**src/rtl/adc_buffer_pkg.sv**
```systemverilog
// Shared types and constants for the ADC ring-buffer producer.
package adc_buffer_pkg;

    // Producer FSM encoding; also visible on the top-level debug port.
    typedef enum logic [1:0] {
        ST_IDLE        = 2'd0,
        ST_WAIT_SAMPLE = 2'd1,
        ST_WRITE       = 2'd2
    } adc_state_e;

    // All four byte lanes written for every 32-bit sample.
    localparam logic [3:0] BRAM_WE_ALL = 4'b1111;

    // Width of the dropped/missed sample counter.
    localparam int OVR_CNT_W = 16;

    // Width of one sample / one BRAM word.
    localparam int SAMPLE_W = 32;

    // Increment that sticks at all-ones instead of wrapping.
    function automatic logic [OVR_CNT_W-1:0] sat_inc(input logic [OVR_CNT_W-1:0] v);
        if (v == {OVR_CNT_W{1'b1}}) begin
            return v;
        end
        return v + OVR_CNT_W'(1);
    endfunction

endpackage

```
**src/rtl/adc_tick_gen.sv**
```systemverilog
// Sample-rate divider: one-cycle tick every (rate_div + 1) enabled cycles.
module adc_tick_gen #(
    parameter int DIV_BITS = 16
) (
    input  logic                clk,
    input  logic                reset,
    input  logic                enable,
    input  logic [DIV_BITS-1:0] rate_div,
    output logic                tick
);

    logic [DIV_BITS-1:0] cnt_q;
    logic [DIV_BITS-1:0] cnt_d;

    // Next count and tick; '>=' also recovers if rate_div is lowered mid-count.
    always_comb begin
        cnt_d = '0;
        tick  = 1'b0;
        if (enable) begin
            if (cnt_q >= rate_div) begin
                tick  = 1'b1;
                cnt_d = '0;
            end else begin
                cnt_d = cnt_q + DIV_BITS'(1);
            end
        end
    end

    // Divider counter register; starts from zero after reset.
    always_ff @(posedge clk or negedge reset) begin
        if (!reset) begin
            cnt_q <= '0;
        end else begin
            cnt_q <= cnt_d;
        end
    end

endmodule

```
**src/rtl/adc_buffer_producer.sv**
```systemverilog
// Virtual ADC producer: samples on divider ticks and writes words into a
// BRAM ring buffer, publishing its write pointer to the consumer side.
//
// Handshake: a sample is transferred in any cycle where sample_ready and
// sample_valid are both 1 on the rising edge. sample_ready never depends on
// sample_valid. When the buffer is full the transferred sample is dropped and
// counted as an overrun.
module adc_buffer_producer
    import adc_buffer_pkg::*;
#(
    parameter int ADC_BITS       = 10,
    parameter int BRAM_ADDR_BITS = 32,
    parameter int DIV_BITS       = 16
) (
    input  logic                      clk,
    input  logic                      reset,
    input  logic                      enable,
    input  logic [DIV_BITS-1:0]       rate_div,
    input  logic [SAMPLE_W-1:0]       sample_in,
    input  logic                      sample_valid,
    output logic                      sample_ready,
    input  logic [ADC_BITS-1:0]       ADC_buffer_cons_in,
    output logic [ADC_BITS-1:0]       ADC_buffer_prod_out,
    output logic [BRAM_ADDR_BITS-1:0] bram_addr,
    output logic [SAMPLE_W-1:0]       bram_din,
    output logic                      bram_en,
    output logic [3:0]                bram_we,
    output logic                      full,
    output logic                      empty,
    output logic [OVR_CNT_W-1:0]      overrun_count,
    output logic [1:0]                state_dbg
);

    adc_state_e                state_q;
    adc_state_e                state_d;
    logic [ADC_BITS-1:0]       prod_q;
    logic [ADC_BITS-1:0]       prod_d;
    logic [OVR_CNT_W-1:0]      ovr_q;
    logic [OVR_CNT_W-1:0]      ovr_d;
    logic [BRAM_ADDR_BITS-1:0] addr_q;
    logic [BRAM_ADDR_BITS-1:0] addr_d;
    logic [SAMPLE_W-1:0]       din_q;
    logic [SAMPLE_W-1:0]       din_d;
    logic [ADC_BITS-1:0]       prod_inc;
    logic                      tick;
    logic                      ovr_event;

    adc_tick_gen #(
        .DIV_BITS (DIV_BITS)
    ) u_tick_gen (
        .clk      (clk),
        .reset    (reset),
        .enable   (enable),
        .rate_div (rate_div),
        .tick     (tick)
    );

    // Ring status: one slot is kept empty so full and empty are distinct.
    assign prod_inc = prod_q + ADC_BITS'(1);
    assign full     = (prod_inc == ADC_buffer_cons_in);
    assign empty    = (prod_q == ADC_buffer_cons_in);

    assign ADC_buffer_prod_out = prod_q;
    assign bram_addr           = addr_q;
    assign bram_din            = din_q;
    assign overrun_count       = ovr_q;
    assign state_dbg           = state_q;

    // FSM next state, BRAM strobes and overrun accounting.
    // Address and data are loaded at acceptance so they are stable for the
    // whole WRITE cycle and simply hold afterwards.
    always_comb begin
        state_d      = state_q;
        prod_d       = prod_q;
        ovr_d        = ovr_q;
        addr_d       = addr_q;
        din_d        = din_q;
        sample_ready = 1'b0;
        bram_en      = 1'b0;
        bram_we      = '0;
        ovr_event    = 1'b0;

        case (state_q)
            ST_IDLE: begin
                if (tick) begin
                    state_d = ST_WAIT_SAMPLE;
                end
            end
            ST_WAIT_SAMPLE: begin
                if (!enable) begin
                    state_d = ST_IDLE;
                end else begin
                    sample_ready = 1'b1;
                    if (sample_valid) begin
                        if (full) begin
                            ovr_event = 1'b1;
                            state_d   = ST_IDLE;
                        end else begin
                            addr_d  = BRAM_ADDR_BITS'({prod_q, 2'b00});
                            din_d   = sample_in;
                            state_d = ST_WRITE;
                        end
                    end
                end
            end
            ST_WRITE: begin
                bram_en = 1'b1;
                bram_we = BRAM_WE_ALL;
                prod_d  = prod_inc;
                state_d = ST_IDLE;
            end
            default: begin
                state_d = ST_IDLE;
            end
        endcase

        // A tick while busy is a missed sample; merged with a full drop.
        if (tick && (state_q != ST_IDLE)) begin
            ovr_event = 1'b1;
        end
        if (ovr_event) begin
            ovr_d = sat_inc(ovr_q);
        end
    end

    // State, pointer, counter and BRAM output registers.
    always_ff @(posedge clk or negedge reset) begin
        if (!reset) begin
            state_q <= ST_IDLE;
            prod_q  <= '0;
            ovr_q   <= '0;
            addr_q  <= '0;
            din_q   <= '0;
        end else begin
            state_q <= state_d;
            prod_q  <= prod_d;
            ovr_q   <= ovr_d;
            addr_q  <= addr_d;
            din_q   <= din_d;
        end
    end

endmodule

```
**config.mk**
```make
export PLATFORM = sky130hd
export DESIGN_NAME = adc_buffer_producer
export DESIGN_NICKNAME = d
export VERILOG_FILES = /design/src/rtl/adc_buffer_pkg.sv /design/src/rtl/adc_tick_gen.sv /design/src/rtl/adc_buffer_producer.sv
export SDC_FILE = /design/constraint.sdc
export NUM_CORES = 1
export LEC_CHECK = 0
export BUFFER_PORTS_ARGS = -buffer_cell sky130_fd_sc_hd__buf_2
export CAP_MARGIN = 40
export CORE_ASPECT_RATIO = 1.25
export CORE_MARGIN = 5
export CORE_UTILIZATION = 45
export CTS_CLUSTER_DIAMETER = 120
export DETAILED_ROUTE_END_ITERATION = 16
export PLACE_DENSITY = 0.76
export SYNTH_ARGS = -nofsm -noshare
export SYNTH_HDL_FRONTEND = slang
export SYNTH_SLANG_ARGS = --single-unit
```
**constraint.sdc**
```tcl
create_clock -name clk -period 2.9 [get_ports clk]
set_input_delay 0.435 -clock clk [delete_from_list [all_inputs] [get_ports clk]]
set_output_delay 0.435 -clock clk [all_outputs]
set_load 0.01 [all_outputs]
```
---- Word level (Yosys, flattened, before mapping) ----
Cells that the tools add are included.
word-level totals
  register bits after elaboration ......... 86
  logic and storage cells ................. 46
cells by class
  add/subtract/negate cells ............... 3
  magnitude comparators ................... 1
  eq/ne operators ......................... 8
  multiplexer cells ....................... 21
  bitwise logic cells ..................... 1
  reduce and logical (&&, ||, !) cells .... 6
operators with widths
  operator                                        count
  two-way mux 16 bit                              3
  adder 16 x 1 -> 16 bit (second input constant)  2
  == test 10 bit                                  2
  == test 16 bit (second input constant)          1
  >= comparator 16 bit                            1
  two-way mux 1 bit                               12
  adder 10 x 1 -> 10 bit (second input constant)  1
  two-way mux 2 bit                               4
  two-way mux 4 bit                               1
  != test 2 bit (second input constant)           2
  one-hot mux 2 bit (2 select lines)              1
  AND reduction 2 bit                             2
  AND reduction 4 bit                             1
  != test 3 bit (second input constant)           1
  == test 2 x 1 -> 1 bit (second input constant)  1
  == test 2 bit (second input constant)           1
  logical NOT 2 bit                               1
  nonzero test 2 bit                              1
  logical AND 1 bit                               1
  inverter 1 bit                                  1

---- Logic depth before layout (Yosys ltp) ----
Gate-level depths: netlist of run 1.
  depth in word-level cells ............... 10
  gate-level depth with buffers ........... 10

---- Hierarchy ----
A second synthesis of run 1 with hierarchy kept.
second synthesis, totals
  cell total of the unflattened synthesis .. 424
  area, all modules ....................... 4694.5 sq um
by module, submodules not included
  module               times used  cells each  area an instance (sq um)  sequential area each (sq um)
  adc_buffer_producer  1           297         3512.1                    1751.7
  adc_tick_gen         1           127         1182.4                    400.4

---- Least setup slack after synthesis of run 1 ----
Ideal clock, no wire load.
  kind .................................... register -> register
  start ................................... reg prod_q[0] (netlist: ADC_buffer_prod_out[0])
  end ..................................... reg ovr_q[14] (netlist: overrun_count[14])
  setup time .............................. 0.125 ns
  arrival time ............................ 2.817 ns
  data required time ...................... 2.775 ns
  setup slack ............................. -0.042 ns
  stages on the path, launching flop included .. 10
  period minus slack after synthesis ...... 2.942 ns
  path through ............................ dfrtp_1 ha_1 nand3_2 nor2_2 xnor2_1 or4_4 or4_4 buf_6 a211oi_1 mux2_2
on the way
  longest elaborated chain between the ends .. 8
ends and longest elaborated chain
  item                           RTL line                    source
  start, declared                adc_buffer_producer.sv:36   logic [ADC_BITS-1:0] prod_q;
  start signal, assigned         adc_buffer_producer.sv:136  prod_q <= prod_d;
  adder 10 x 1 -> 10 bit         adc_buffer_producer.sv:59   assign prod_inc = prod_q + ADC_BITS'(1);
  == test 10 bit                 adc_buffer_producer.sv:60   assign full = (prod_inc == ADC_buffer_cons_in);
  two-way mux 1 bit              adc_buffer_producer.sv:95   if (full) begin
  two-way mux 1 bit              adc_buffer_producer.sv:94   if (sample_valid) begin
  two-way mux 1 bit              adc_buffer_producer.sv:90   if (!enable) begin
  two-way mux 1 bit              adc_buffer_producer.sv:83   case (state_q)
  two-way mux 1 bit              adc_buffer_producer.sv:118  if (tick && (state_q != ST_IDLE)) begin
  AND reduction 2 bit (no line)  -
  end signal, assigned           adc_buffer_producer.sv:137  ovr_q <= ovr_d;
  end, declared                  adc_buffer_producer.sv:38   logic [OVR_CNT_W-1:0] ovr_q;
Every way passes these cells.
A chain may end at the register's enable or synchronous reset.

---- Worst setup path in the final report of run 1 ----
Same ends and word-level chain as after synthesis.

==> flow_summary.json, run 1 <==
{
  "cp.buffers_inverters": 1,
  "period_minus_slack_ns": 2.79,
  "synth_top_area_share_pct": 47.0,
  "syn_area_per_cell_um2": 11.2,
  "root_buffer": "clkbuf_16",
  "grt_pass1_vias": 3586,
  "start_util_pct": 45.8,
  "synthArstFlopShare_pct": 100,
  "grt_max_degree": 52,
  "most-common-layout-cells": "138 x buf_2, 83 x dfrtp_1, 44 x mux2_2",
  "max_clock_freq_mhz": 358,
  "dr.pass1.iters": 4,
  "critPathLaunchType": "register",
  "fin_hold_ws_ns": 0.0625,
  "antenna_found_initial": 0,
  "synth_top_area_cell": "dfrtp_1",
  "numPortBuffers": 139,
  "drv_cap": 0,
  "slew_headroom_pct": 66.6,
  "viasPerCell": 4.93,
  "drc_errors": 0,
  "path_clk_slew_ns": 0.06,
  "cp-end-kind": "register",
  "hold_path_class": "in2async",
  "worstMarginPinSlew_ns": 0.500,
  "path_cells": "buf_4 -> nand3_2 -> nor2_4 -> xnor2_1 -> or4_4 -> or4_4 -> a211oi_2 -> mux2_2",
  "numCtsBuffers": 9,
  "syn_to_final_growth_pct": 25.8,
  "die_w_um": 100,
  "arrival_ns": 3.01,
  "ant_nets": 0,
  "clockBufferDepth": 2,
  "drt-initial-drc-count": 83,
  "drive_gt1_share_pct": 43.2,
  "core_mm2": 0.0100,
  "rows": 41,
  "layout.nets": 636,
  "cp_slowest_cell": "or4_4",
  "clkLatencyLatePin_ns": 0.33,
  "critPathKind": "reg2reg",
  "cp_max_fo": 5,
  "antennaDiodeCount": 0,
  "synth_area_mm2": 0.00458,
  "grt_overflow": 0,
  "die_h_um": 123,
  "hold_viol": 0,
  "numClockSinks": 86,
  "hold_buffers": 0,
  "fin_crit_sh_pct": 96.4,
  "yosysUniqueCellTypes": 45,
  "power_w": 0.00265,
  "grt_usage_pct": 17.0,
  "synth-main-ff-cell": "dfrtp_1",
  "grt_pass1_wl_mm": 16.8,
  "ys_seq_area_share_pct": 47.0,
  "p_leak_nw": 3.09,
  "required_ns": 3.11,
  "die_area_mm2": 0.0123,
  "ys_seq_elements": 86,
  "yosysWarnings": 0,
  "routed_wl_mm": 10.4,
  "outcome": "finished clean",
  "fin_skew_ns": 0.0104,
  "synth_edf_count": 0,
  "layout_commonest_cell": "buf_2",
  "hpwl_mm": 8.10,
  "gp_congestion": 0.849,
  "vias": 3399,
  "wl_per_cell_um": 15.1,
  "htreeDepth": 3,
  "io_pins": 162,
  "ir_drop_v": 0.000447,
  "slew_violations": 0,
  "synthCells": 408,
  "cpLargestDelayFamily": "simple AND/OR/NAND/NOR gates",
  "post-cts-setup-buffers": 0,
  "cp_common_cell": "or4_4",
  "tritoncts": "built",
  "setup_viol": 0,
  "netlist_top_cells_area": "dfrtp_1 47%, mux2_2 11%, xor2_1 5.7%, ha_1 5.2%, xnor2_1 4.6%",
  "max_stage_delay_ns": 0.61,
  "r2r_slack_ns": 0.11,
  "powerDensity_mw_per_mm2": 461
}
flip-flops by register name, summed over array words and instances (netlist names):
signal,cells
ADC_buffer_prod_out,10
bram_addr,10
bram_din,32
overrun_count,16
state_dbg,2
u_tick_gen.cnt_q,16
worst paths after layout:
path                       cells past startpoint                             to                                from
min in group clk                               2       bram_din[16]$_DFFE_PN0P_                       sample_in[16]
setup / recovery                               8  overrun_count[14]$_DFFE_PN0P_  ADC_buffer_prod_out[0]$_DFFE_PN0P_
hold / removal                                 1       bram_addr[6]$_DFFE_PN0P_                               reset
max in group asynchronous                      2   overrun_count[8]$_DFFE_PN0P_                               reset
hold reg to reg                                1   overrun_count[5]$_DFFE_PN0P_        overrun_count[5]$_DFFE_PN0P_
setup reg to reg                               8  overrun_count[14]$_DFFE_PN0P_  ADC_buffer_prod_out[0]$_DFFE_PN0P_
power breakdown:
part           internal [W]  total (W)  switching [W]
sequential          0.00125    0.00128      0.0000297
combinational      0.000127   0.000269       0.000142
clock              0.000633    0.00111       0.000476
per-stage QoR:
step / utilization [%] / TNS (ns) / instance area, um^2 / cells / setup slack [ns]
finish: 57.6 / 0 / 5760 / 689 / 0.106
CTS: 56.9 / 0 / 5690 / 689 / 0.0112
detailed placement: 53.9 / 0 / 5390 / 673 / 0.0410
floorplan: - / 0 / 4660 / 429 / 0.0223
global placement: 53.9 / 0 / 5390 / 673 / 0.0599
global route: 57.6 / -0.0317 / 5760 / 689 / -0.0170
metal layers:
layer	track usage, %	vias to the layer above	share of wire [%]
met3	4.72	10	7.3
met1	19.6	1641	38
li1	-	1636	-
met2	30.4	112	54
met5	0	-	0
met4	5.14	0	0.99
timing repair:
| item | in CTS | in global routing |
|---|---|---|
| pin swaps | 0 | 5 |
| setup endpoints to repair | 1 | 13 |
| hold endpoints to repair | 0 | 0 |
| gates resized for setup | 1 | 14 |
cell families (layout without fill, tap and decap cells):
| logic type | Yosys count | after routing | synth area share [%] |
|---|---|---|---|
| AND/OR/NAND/NOR | 107 | 107 | 11.7 |
| flip-flops | 86 | 86 | 47.0 |
| buffers and inverters | 59 | 190 | 7.41 |
| XOR/XNOR | 55 | 55 | 10.7 |
| multiplexers | 45 | 45 | 11.0 |
| AO/OA/AOI/OAI | 36 | 36 | 6.86 |
| adder cells (fa/ha/maj) | 19 | 19 | 5.19 |
| other | 1 | 22 | 0.0819 |
layout make-up:
cell class	count	area, um^2
inverters	22	82.6
clock buffers	11	253
repair buffers	152	832
fillers	854	4240
flip-flops and latches	86	2160
well taps	129	161
multi-input cells	284	2230
clock inverters	5	41.3
worst reg2reg max path: stages, from the launching register on:
cell and delay (ns):
dfrtp_2 0.40, buf_4 0.15, nand3_2 0.17, nor2_4 0.16
xnor2_1 0.08, or4_4 0.52, or4_4 0.61, a211oi_2 0.25
mux2_2 0.35
cell usage after synthesis (2+ instances only):
cell type and number:
a21oi_1 9, xor2_1 30, inv_1 22, nor2b_1 3
xnor2_1 24, ha_1 19, or4_4 2, nand3_1 16
mux2_2 44, a211oi_2 8, clkbuf_1 7, a211oi_1 3
buf_4 27, nor2_1 28, nand3_2 2, nor3_1 6
buf_6 2, nand2_1 26, o21a_1 2, nand4_1 7
and2_1 2, a21o_1 2, nand2b_1 2, and3_1 6
o21ai_0 4, dfrtp_1 86
Note: power is estimated with default switching activity, not from simulation.
==> inputs of run 2 (changes only) <==
--- a/config.mk
+++ b/config.mk
@@ -5,14 +5,15 @@
 export SDC_FILE = /design/constraint.sdc
 export NUM_CORES = 1
 export LEC_CHECK = 0
+export ABC_AREA = 1
 export BUFFER_PORTS_ARGS = -buffer_cell sky130_fd_sc_hd__buf_2
 export CAP_MARGIN = 40
 export CORE_ASPECT_RATIO = 1.25
 export CORE_MARGIN = 5
-export CORE_UTILIZATION = 45
+export CORE_UTILIZATION = 46
 export CTS_CLUSTER_DIAMETER = 120
 export DETAILED_ROUTE_END_ITERATION = 16
-export PLACE_DENSITY = 0.76
+export PLACE_DENSITY = 0.77
 export SYNTH_ARGS = -nofsm -noshare
 export SYNTH_HDL_FRONTEND = slang
 export SYNTH_SLANG_ARGS = --single-unit
==> run 2 against run 1 <==
Net effect: flip-flop and latch count unchanged; sequential power grew 28%; cell count rose by 29%; die area grew 3.3%; wire length grew 7.9%; hold slack improved by 0.015 ns; synthesized cell count grew 51%; clock-buffer cell count decreased by 1; total power up 40%; combinational power rose to 3.7 times the previous value; setup slack better by 0.32 ns; critical path type is now reg2out; critical endpoint is now full; largest power group unchanged; highest routed layer unchanged.
==> flow_summary.json, run 2 <==
{
  "powerDensity_mw_per_mm2": 639,
  "outcome": "finished clean",
  "start_util_pct": 46.4,
  "power_frac_comb_pct": 26.4,
  "routed_wl_mm": 11.3,
  "die_w_um": 102,
  "ant_nets": 0,
  "vias": 4225,
  "root_buffer": "clkbuf_16",
  "hold_buffers": 0,
  "rsz0062_at_grt": "false",
  "p_leak_nw": 3.36,
  "ys_seq_elements": 86,
  "drc_errors": 0,
  "clkLatencyLatePin_ns": 0.35,
  "fin_crit_sh_pct": 85.2,
  "layout.nets": 835,
  "synth_top_area_share_pct": 44.4,
  "netlist_top_cells_area": "dfrtp_1 44%, nand2_1 18%, ha_1 4.9%, inv_1 4.7%, buf_4 4.2%",
  "fin_ws_ns": 0.428,
  "seqPwrFrac_pct": 44.0,
  "arrival_ns": 2.04,
  "setup_viol": 0,
  "post-cts-setup-buffers": 0,
  "yosysWarnings": 0,
  "place_ws_ns": 0.562,
  "synth.most_common_cell": "nand2_1",
  "grt_max_degree": 45,
  "fin_skew_ns": 0.00571,
  "p_sw_share_pct": 33.6,
  "clkPwrFrac_pct": 29.6,
  "largest_reg_flops": 32,
  "clockBufferDepth": 2,
  "layout_commonest_cell": "nand2_1",
  "required_ns": 2.47,
  "hold_viol": 0,
  "synthArstFlopShare_pct": 100,
  "drt-initial-drc-count": 127,
  "critPathLaunchType": "register",
  "post_cts_resized": 0,
  "drive_gt1_share_pct": 23.3,
  "synthCells": 618,
  "tritoncts": "built",
  "synth-main-ff-cell": "dfrtp_1",
  "synth_top_area_cell": "dfrtp_1",
  "slew_headroom_pct": 61.9,
  "worstMarginPinSlew_ns": 0.572,
  "antenna_found_initial": 0,
  "synth_common_cells": "231 x nand2_1, 86 x dfrtp_1, 61 x inv_1",
  "period_minus_slack_ns": 2.47,
  "grt_usage_pct": 18.3,
  "fin_hold_ws_ns": 0.0774,
  "critPathKind": "reg2out",
  "ys_seq_area_share_pct": 44.4,
  "dr.pass1.iters": 4,
  "yosysUniqueCellTypes": 35,
  "syn_area_per_cell_um2": 7.85,
  "hpwl_mm": 8.50,
  "grt_pass1_wl_mm": 18.8,
  "numClockSinks": 86,
  "wl_per_cell_um": 12.6,
  "final_cell_area_mm2": 0.00584,
  "cp_max_fo": 6,
  "numCtsBuffers": 9,
  "path_clk_slew_ns": 0.07,
  "numPortBuffers": 139,
  "max_clock_freq_mhz": 405,
  "rows": 42,
  "grt_pass1_vias": 4178,
  "cp-end-kind": "output port",
  "die_area_mm2": 0.0127,
  "core_mm2": 0.0105,
  "antennaDiodeCount": 0,
  "viasPerCell": 4.74,
  "ir_drop_v": 0.000445,
  "slew_violations": 0,
  "hold_path_class": "in2async",
  "internal_power_w": 0.00248,
  "htreeDepth": 3,
  "gp_congestion": 0.892,
  "io_pins": 162,
  "grt_overflow": 0,
  "placed_cell_area_mm2": 0.00556,
  "die_h_um": 125,
  "synth_area_mm2": 0.00485,
  "synth_edf_count": 0,
  "most-common-layout-cells": "231 x nand2_1, 138 x buf_2, 86 x dfrtp_1",
  "fin_tns_setup_ns": 0,
  "drv_cap": 0,
  "syn_to_final_growth_pct": 20.4,
  "p_switching_w": 0.00125
}
run 2: cell families (layout without fill, tap and decap cells):
group	count (synthesis)	after routing	share of synthesized area [%]
other	1	22	0.0773
buffers and inverters	103	223	10.9
adders and majority gates	19	19	4.90
and+or+nand+nor	347	347	30.4
xor gates and xnor gates	36	36	6.50
AOI/OAI and AO/OA	26	26	2.91
DFF	86	86	44.4
run 2: area by class of cell:
cell class                      count  area [um^2]
Clock buffer                       10          239
Tap cell                          132          165
Sequential cell                    86         2150
Clock inverter                      6         43.8
Fill cell                        1008         4620
Multi-Input combinational cell    450         2250
Timing Repair Buffer              142          741
Inverter                           65          246
run 2: stage by stage:
step	util [%]	power, W	cells
2_1_floorplan	-	0.00223	639
3_3_place_gp	52.9	0.00264	874
3_5_place_dp	53.1	0.00266	875
4_1_cts	55.8	0.00378	891
5_1_grt	55.8	0.00397	891
6_report	55.8	0.00373	891
run 2: path summary, 6_finish.rpt:
check / startpoint / end / slack (ns) / cells past startpoint
max: ADC_buffer_prod_out[0]$_DFFE_PN0P_ / full / 0.43 / 12
min: reset / bram_din[5]$_DFFE_PN0P_ / 0.08 / 1
max reg2reg: ADC_buffer_prod_out[0]$_DFFE_PN0P_ / bram_addr[10]$_DFFE_PN0P_ / 0.60 / 13
min reg2reg: bram_din[11]$_DFFE_PN0P_ / bram_din[11]$_DFFE_PN0P_ / 0.47 / 2
max in group asynchronous: reset / u_tick_gen.cnt_q[15]$_DFF_PN0_ / 2.20 / 2
min in group clk: sample_in[2] / bram_din[2]$_DFFE_PN0P_ / 0.28 / 3
run 2: per-layer routing:
metal / track usage (%) / vias to the layer above / wire [um]
li1: - / 2138 / -
met1: 21.9 / 1948 / 4710
met2: 31.0 / 117 / 5590
met3: 3.87 / 22 / 685
met4: 7.88 / 0 / 270
met5: 0 / - / 0
run 2: power groups by stage:
stage | clock network (W) | registers (W) | logic (W)
after CTS | 0.00113 | 0.00164 | 0.00101
after global placement | 0 | 0.00166 | 0.000981
after global routing | 0.00118 | 0.00168 | 0.00111
after floorplan | 0 | 0.00177 | 0.000456
after detailed placement | 0 | 0.00165 | 0.00101
final | 0.00110 | 0.00164 | 0.000984
run 2: critical path, stage by stage (launching register included):
cell and delay (ns):
dfrtp_1 0.46, ha_1 0.33, inv_1 0.05, nand2_1 0.05
nand2_1 0.05, nor2_1 0.09, nand2_1 0.06, nor2_1 0.11
nand2_1 0.08, nor2_2 0.13, nand2_2 0.10, inv_1 0.07
buf_2 0.13
==> inputs of run 3 (changes only) <==
--- a/config.mk
+++ b/config.mk
@@ -10,10 +10,10 @@
 export CAP_MARGIN = 40
 export CORE_ASPECT_RATIO = 1.25
 export CORE_MARGIN = 5
-export CORE_UTILIZATION = 46
+export CORE_UTILIZATION = 51
 export CTS_CLUSTER_DIAMETER = 120
 export DETAILED_ROUTE_END_ITERATION = 16
-export PLACE_DENSITY = 0.77
+export PLACE_DENSITY = 0.81
 export SYNTH_ARGS = -nofsm -noshare
 export SYNTH_HDL_FRONTEND = slang
 export SYNTH_SLANG_ARGS = --single-unit
==> constraint.sdc (replaced) <==
create_clock -name clk -period 2.5 [get_ports clk]
set_input_delay 0.375 -clock clk [delete_from_list [all_inputs] [get_ports clk]]
set_output_delay 0.375 -clock clk [all_outputs]
set_load 0.01 [all_outputs]
==> run 3 against run 2 <==
Net effect: non-clock buffer count increased by 5; design area rose by 0.96%; sequential power is 15% higher; die area shrank 8.9%; clock power increased by 24%; first-iteration DRC count is 24% higher; global-route usage is 1.6 points higher; total power grew 20%; cell count is 0.45% lower; setup slack got worse by 0.25 ns; clock skew is 0.0021 ns higher; critical path type unchanged.
==> flow_summary.json, run 3 (synthesized netlist as in run 2, its figures left out) <==
{
  "drc_errors": 0,
  "cp_common_cell": "nand2_1",
  "htreeDepth": 3,
  "cp-startpoint": "ADC_buffer_prod_out[1]$_DFFE_PN0P_",
  "hold_path_class": "in2async",
  "grt_overflow": 0,
  "rsz0062_at_grt": "false",
  "cp-end-kind": "output port",
  "arrival_ns": 1.95,
  "most-common-layout-cells": "231 x nand2_1, 138 x buf_2, 84 x dfrtp_1",
  "fin_ws_ns": 0.178,
  "powerDensity_mw_per_mm2": 757,
  "io_pins": 162,
  "rows": 39,
  "die_w_um": 97.2,
  "layout_commonest_cell": "nand2_1",
  "clkLatencyLatePin_ns": 0.34,
  "cp.depth": 12,
  "layout.cells.non_filler": 887,
  "vias": 4297,
  "outcome": "finished clean",
  "syn_to_final_growth_pct": 21.5,
  "critPathKind": "reg2out",
  "layout.nets": 840,
  "placed_cell_area_mm2": 0.00557,
  "grt_pass1_wl_mm": 19.2,
  "clockBufferDepth": 2,
  "final_cell_area_mm2": 0.00589,
  "worstMarginPinSlew_ns": 0.560,
  "required_ns": 2.12,
  "gp_congestion": 0.905,
  "p_leak_nw": 3.40,
  "grt_usage_pct": 19.9,
  "ir_drop_v": 0.000577,
  "ant_nets": 0,
  "placed_cells": 869,
  "cpLargestDelayFamily": "simple AND/OR/NAND/NOR gates",
  "r2r-start": "u_tick_gen.cnt_q[3]$_DFF_PN0_",
  "die_h_um": 119,
  "hold_viol": 0,
  "fin_skew_ns": 0.00786,
  "viasPerCell": 4.84,
  "drv_cap": 0,
  "period_minus_slack_ns": 2.32,
  "path_cells": "ha_1 -> inv_1 -> nand2_1 -> nand2_1 -> nor2_1 -> nand2_1 -> nor2_1 -> nand2_1 -> nor2_2 -> nand2_2 -> inv_1 -> buf_2",
  "core_mm2": 0.00922,
  "drive_gt1_share_pct": 24.1,
  "antennaDiodeCount": 0,
  "slew_headroom_pct": 62.7,
  "place_ws_ns": 0.354,
  "r2r_cells": 12,
  "hpwl_mm": 8.81,
  "fin_crit_sh_pct": 92.9,
  "max_stage_delay_ns": 0.43,
  "tritoncts": "built",
  "antenna_found_initial": 0,
  "critPathLaunchType": "register",
  "wl_per_cell_um": 12.8,
  "path_clk_slew_ns": 0.06,
  "grt_pass1_vias": 4139,
  "numPortBuffers": 139,
  "start_util_pct": 52.6,
  "drt-initial-drc-count": 157,
  "setup_viol": 0,
  "numCtsBuffers": 9,
  "die_area_mm2": 0.0116,
  "largest_reg_flops": 32,
  "fin_tns_setup_ns": 0,
  "root_buffer": "clkbuf_16",
  "dr.pass1.iters": 4,
  "slew_violations": 0,
  "max_clock_freq_mhz": 431,
  "cp.buffers_inverters": 3,
  "cp_slowest_cell": "dfrtp_2",
  "routed_wl_mm": 11.4,
  "grt_max_degree": 45,
  "numClockSinks": 86,
  "fin_hold_ws_ns": 0.0226,
  "cp_max_fo": 4
}
-- run 3: cell types whose count changed in the layout (fill, tap and decap cells not counted), sizes merged --
cell	delta
bufinv	+1
clkinv	+1
inv	-1
buf	+5
clkbuf	-1
-- run 3: cell type report --
class | count | area [um^2]
flip-flops and latches | 86 | 2150
inverters | 65 | 246
fillers | 781 | 3330
multi-input cells | 450 | 2250
clock inverters | 7 | 80.1
well taps | 123 | 154
clock buffers | 9 | 225
repair buffers | 147 | 783
-- run 3: final timing paths --
kind,slack (ns),to
worst max-delay path,0.18,full
worst min-delay path,0.02,bram_din[15]$_DFFE_PN0P_
worst max register to register,0.39,overrun_count[3]$_DFFE_PN0P_
worst min register to register,0.48,bram_din[30]$_DFFE_PN0P_
max in group asynchronous,1.82,ADC_buffer_prod_out[0]$_DFFE_PN0P_
min in group clk,0.23,bram_din[17]$_DFFE_PN0P_
-- run 3: timing repair --
item | in CTS | in global routing
buffers inserted | 0 | 2
endpoints found under the setup margin | 0 | 1
resized for setup | 0 | 2
hold buffers | 0 | 0
-- run 3: metrics by stage --
step	util [%]	power, W
after floorplan	-	0.00258
after global placement	60.4	0.00305
after detailed placement	60.4	0.00311
after CTS	63.7	0.00449
after global routing	63.9	0.00476
final	63.9	0.00446
-- run 3: power by group --
part	switching, W	leakage, nW	internal (W)
logic	0.000724	2.11	0.000492
registers	0.000186	1.14	0.00170
clock network	0.000570	0.148	0.000786
-- run 3: per-layer routing --
layer / global-route usage [%] / part of all wire [%] / up-vias
met2: 33.2 / 50 / 130
li1: - / - / 2156
met4: 5.19 / 0.91 / 0
met3: 5.32 / 6.5 / 12
met1: 25.7 / 42 / 1999
met5: 0 / 0 / -
